### src/rtl/screen_to_origin_scan.sv
// Raster-order scan of a screen-pixel rectangle emitting origin-centred Q11.5 X/Y per pixel.
// Start comes from the bounding-box unit; pixels leave on a valid/ready stream.
module screen_to_origin_scan #(
    parameter int unsigned SCR_W = 640,
    parameter int unsigned SCR_H = 480,
    parameter int unsigned FRAC  = 5
) (
    input  logic                       clk,
    input  logic                       rst,
    input  logic                       start,
    input  logic [$clog2(SCR_W)-1:0]   rect_x0,
    input  logic [$clog2(SCR_H)-1:0]   rect_y0,
    input  logic [$clog2(SCR_W)-1:0]   rect_x1,
    input  logic [$clog2(SCR_H)-1:0]   rect_y1,
    output logic                       busy,
    output logic                       out_valid,
    input  logic                       out_ready,
    output logic [15:0]                out_X,
    output logic [15:0]                out_Y,
    output logic                       out_last,
    output logic                       done
);

    localparam int unsigned XW = $clog2(SCR_W);
    localparam int unsigned YW = $clog2(SCR_H);
    localparam int unsigned CW = 16;
    localparam logic [CW-1:0] X_OFF = CW'((SCR_W / 2) << FRAC);
    localparam logic [CW-1:0] Y_OFF = CW'((SCR_H / 2) << FRAC);
    localparam logic [XW-1:0] X_MAX = XW'(SCR_W - 1);
    localparam logic [YW-1:0] Y_MAX = YW'(SCR_H - 1);

    typedef enum logic [1:0] {IDLE, SCAN, FINISH} state_t;

    state_t        state, state_nxt;
    logic [XW-1:0] px, x0, x1, px_nxt, x0_nxt, x1_nxt;
    logic [YW-1:0] py, y0, y1, py_nxt, y0_nxt, y1_nxt;
    logic [XW-1:0] cx0_c, cx1_c;
    logic [YW-1:0] cy0_c, cy1_c;
    logic          hs_c;

    logic          busy_nxt, valid_nxt, last_nxt, done_nxt;
    logic [CW-1:0] x_nxt, y_nxt;

    assign cx0_c = (rect_x0 > X_MAX) ? X_MAX : rect_x0;
    assign cx1_c = (rect_x1 > X_MAX) ? X_MAX : rect_x1;
    assign cy0_c = (rect_y0 > Y_MAX) ? Y_MAX : rect_y0;
    assign cy1_c = (rect_y1 > Y_MAX) ? Y_MAX : rect_y1;
    assign hs_c  = out_valid && out_ready;

    // State, bounds, counters and registered outputs
    always_ff @(posedge clk) begin
        if (rst) begin
            state     <= IDLE;
            px        <= '0;
            py        <= '0;
            x0        <= '0;
            x1        <= '0;
            y0        <= '0;
            y1        <= '0;
            busy      <= 1'b0;
            out_valid <= 1'b0;
            out_last  <= 1'b0;
            done      <= 1'b0;
            out_X     <= '0;
            out_Y     <= '0;
        end else begin
            state     <= state_nxt;
            px        <= px_nxt;
            py        <= py_nxt;
            x0        <= x0_nxt;
            x1        <= x1_nxt;
            y0        <= y0_nxt;
            y1        <= y1_nxt;
            busy      <= busy_nxt;
            out_valid <= valid_nxt;
            out_last  <= last_nxt;
            done      <= done_nxt;
            out_X     <= x_nxt;
            out_Y     <= y_nxt;
        end
    end

    // Next state and counter advance; start only honoured in IDLE
    always_comb begin
        state_nxt = state;
        px_nxt    = px;
        py_nxt    = py;
        x0_nxt    = x0;
        x1_nxt    = x1;
        y0_nxt    = y0;
        y1_nxt    = y1;
        case (state)
            IDLE: begin
                if (start) begin
                    x0_nxt    = cx0_c;
                    x1_nxt    = cx1_c;
                    y0_nxt    = cy0_c;
                    y1_nxt    = cy1_c;
                    px_nxt    = cx0_c;
                    py_nxt    = cy0_c;
                    state_nxt = ((cx0_c > cx1_c) || (cy0_c > cy1_c)) ? FINISH : SCAN;
                end
            end
            SCAN: begin
                if (hs_c) begin
                    if (px < x1) begin
                        px_nxt = px + XW'(1);
                    end else begin
                        px_nxt = x0;
                        if (py < y1) begin
                            py_nxt = py + YW'(1);
                        end else begin
                            state_nxt = FINISH;
                        end
                    end
                end
            end
            FINISH:  state_nxt = IDLE;
            default: state_nxt = IDLE;
        endcase
    end

    // Output values loaded into the output registers on the next edge
    always_comb begin
        busy_nxt  = (state_nxt == SCAN);
        valid_nxt = (state_nxt == SCAN);
        done_nxt  = (state_nxt == FINISH);
        last_nxt  = (state_nxt == SCAN) && (px_nxt == x1_nxt) && (py_nxt == y1_nxt);
        x_nxt     = (CW'(px_nxt) << FRAC) - X_OFF;
        y_nxt     = (CW'(py_nxt) << FRAC) - Y_OFF;
    end

endmodule

### config.mk
export PLATFORM = sky130hd
export DESIGN_NAME = screen_to_origin_scan
export DESIGN_NICKNAME = d
export VERILOG_FILES = /design/src/rtl/screen_to_origin_scan.sv
export SDC_FILE = /design/constraint.sdc
export NUM_CORES = 1
export LEC_CHECK = 0
export ABC_CLOCK_PERIOD_IN_PS = 4050
export CAP_MARGIN = 25
export CELL_PAD_IN_SITES_DETAIL_PLACEMENT = 1
export CELL_PAD_IN_SITES_GLOBAL_PLACEMENT = 1
export CORE_ASPECT_RATIO = 1.25
export CORE_MARGIN = 2
export CORE_UTILIZATION = 42
export CTS_BUF_LIST = sky130_fd_sc_hd__clkbuf_2
export DETAILED_ROUTE_END_ITERATION = 10
export PLACE_DENSITY_LB_ADDON = 0.1
export RECOVER_POWER = 100
export SLEW_MARGIN = 20
export SYNTH_ARGS = -nofsm -noshare
export SYNTH_HDL_FRONTEND = slang
export SYNTH_SLANG_ARGS = --single-unit
### constraint.sdc
create_clock -name clk -period 4.05 [get_ports clk]
set_input_delay 0.81 -clock clk [delete_from_list [all_inputs] [get_ports clk]]
set_output_delay 0.81 -clock clk [all_outputs]
set_load 0.02 [all_outputs]
==> flow_summary.toml <==
[run_status]
outcome = "completed"

[critical_path]
r2r-end = "out_last$_SDFF_PP0_"
cp.arrival_ns = 4.26
r2r_setup_slack_ns = 0.32
rr_startpoint = "py[6]$_SDFF_PP0_"
crit_end = "out_last$_SDFF_PP0_"
required_ns = 4.57
cp_max_fo = 6
reg2regPathDepth = 10
worst_setup_path_start_kind = "flop"
worstSetupPathType = "reg2reg"
startpoint = "py[6]$_SDFF_PP0_"
cp-end-kind = "flop"

[clocking]
cts_tree = "done"
clkSinkCount = 64
ctsHoldBuffers = 0
ctsResizeCount = 0
cts_made_buffers = 9
clkTransAtPathRegs_ns = 0.23
cts_root_buffer = "clkbuf_2"
clk_latency_ns = 0.60
cts_setup_buffers = 0
clockBufferDepth = 2
cts_max_level = 3

[logic_synthesis]
synth_edf_count = 0
ys_types = 85
synth_area_leaders = "dfxtp_1 24%, ha_1 9.2%, nor2_1 6.4%"
synthFlopType = "dfxtp_1"
ys_seq_elements = 64
synth.cell_area_um2 = 5300
ys_seq_area_share_pct = 24.2
syn_inst = 705
synth_top_area_share_pct = 24.2
syn_avg_cell_area_um2 = 7.51
synth_top_area_cell = "dfxtp_1"
async_reset_ff_share_pct = 0
synth_warnings = 0

[drt]
avgRoutedWirePerCell_um = 22.7
drt_iter0_markers = 304
vias = 5671
vias_per_cell = 6.08
drc = 0
wirelength_um = 21100
wl_met3_um = 1030
route.met2.wl_um = 10600
wl_met1_um = 7790
firstDrtPassIters = 4
ant_nets = 0
highest_layer = "met4"

[layout]
drive_above_1_share_pct = 8.07
antenna_cells = 0
layout_commonest_cell = "nor2_1"
layout.cells.non_filler = 932
fillCellCount = 1570
synthToLayoutAreaGrowth_pct = 15.9
mostFrequentLayoutCells = "91 x nor2_1, 64 x dfxtp_1, 62 x a21oi_1"
final_nets = 844

[global_routing]
grt_pass1_wl_um = 32900
grt_start_max_net_pins = 33
grt_overflow_total = 0
grt_util_all_layers_pct = 31.7
grt_pass1_vias = 6061
antenna_found_initial = 0

[sta]
finalSetupTns_ns = 0
worstMarginPinSlew_ns = 0.873
timing.fmax_ghz = 0.268
fin_skew_ns = 0.0469
hold_viol = 0
rsz0062_at_grt = "false"
final-max-slew-violation-count = 0
slew_headroom_pct = 41.2
setup_viol_count_final = 0
period_needed_ns = 3.73
min_period_over_period_pct = 92.2

[worst_hold_path]
hold_path_depth = 2
min_path_type = "reg2reg"

[die]
io_pins = 78
dieArea_um2 = 13500
die-height_um = 130
core_area_um2 = 12200
dieWidth_um = 104
initial_utilization_pct = 43.4
rows = 45

[place]
hpwlAfterDp_um = 16700
place_inst = 916
place_congestion = 0.965
portBuffers = 67

[power]
powerDensity_nw_per_um2 = 399
power.static_leakage_nw = 2.46
peakVddDrop_mv = 0.184

[run]
maxCapViolCount = 0
## state kept, by name, indices dropped and copies added (netlist names), 2 cells and up
| signal | flops |
|---|---|
| x0 | 10 |
| out_Y | 6 |
| py | 9 |
| y1 | 9 |
| px | 10 |
| x1 | 10 |
| state | 2 |
| out_X | 5 |
## worst min path at each step
stage	from	endpoint	slack, ns
after floorplan	x0[9]$_SDFFE_PP0P_	x0[9]$_SDFFE_PP0P_	0.43
after global placement	x0[9]$_SDFFE_PP0P_	x0[9]$_SDFFE_PP0P_	0.45
after detailed placement	x0[9]$_SDFFE_PP0P_	x0[9]$_SDFFE_PP0P_	0.46
after CTS	x0[9]$_SDFFE_PP0P_	x0[9]$_SDFFE_PP0P_	0.49
after global routing	x0[2]$_SDFFE_PP0P_	x0[2]$_SDFFE_PP0P_	0.50
final	x0[9]$_SDFFE_PP0P_	x0[9]$_SDFFE_PP0P_	0.49
## per-stage QoR
| stage | util, % | hold WS, ns | total power (W) | setup WS [ns] | instance area [um2] |
|---|---|---|---|---|---|
| after floorplan | - | 0.431 | 0.00160 | 1.18 | 5330 |
| after CTS | 51.0 | 0.485 | 0.00249 | 0.669 | 6230 |
| after global placement | 50.0 | 0.450 | 0.00201 | 0.305 | 6110 |
| after global routing | 50.3 | 0.503 | 0.00258 | 0.196 | 6140 |
| final | 50.3 | 0.492 | 0.00245 | 0.316 | 6140 |
| after detailed placement | 50.0 | 0.459 | 0.00205 | 0.174 | 6110 |
## cells by family after synthesis
| logic type | synth area share, % |
|---|---|
| and+or+nand+nor | 27.3 |
| xor gates and xnor gates | 2.62 |
| AOI/OAI and AO/OA | 24.9 |
| other | 0.0708 |
| adders and majority gates | 9.21 |
| DFF | 24.2 |
| buffers and inverters | 8.79 |
| muxes | 2.93 |
## power breakdown
group	total [W]	internal (W)	switching, W
registers	0.000793	0.000710	0.0000832
logic	0.00122	0.000448	0.000773
clock network	0.000436	0.000142	0.000294
## cell usage after synthesis (11+ instances only)
master and count:
o21ai_0 26, dfxtp_1 64, nand2_1 60, a21oi_1 62, nand4_1 19, nand3_1 19
nand2b_1 21, clkbuf_1 23, nor3_1 15, buf_4 24, nor2_1 91, inv_1 33
mux2i_1 11, ha_1 39, nor2b_1 18
## layer usage
layer | vias to the layer above | track usage (%)
met4 | 0 | 24.2
met5 | - | 0
met1 | 2731 | 32.4
met2 | 224 | 58.2
li1 | 2622 | -
met3 | 94 | 5.13
## critical path, cell delays in order (launching register included)
cell      delay, ns
dfxtp_1        0.51
ha_1           0.29
a21oi_1        0.14
o21ai_0        0.20
a211oi_1       0.62
o21ai_0        0.46
or4_1          0.63
nand3_1        0.25
xnor2_1        0.20
nand4_1        0.15
nor4_2         0.21
## final cells by class
cell class	instances	area, um2	area share, %
Clock buffer	9	45.0	0.733
Clock inverter	7	71.3	1.16
Inverter	33	124	2.02
Multi-Input combinational cell	555	3540	57.7
Sequential cell	64	1280	20.9
Tap cell	164	205	3.34
Timing Repair Buffer	100	872	14.2
Power figures use the tool's default switching activity.
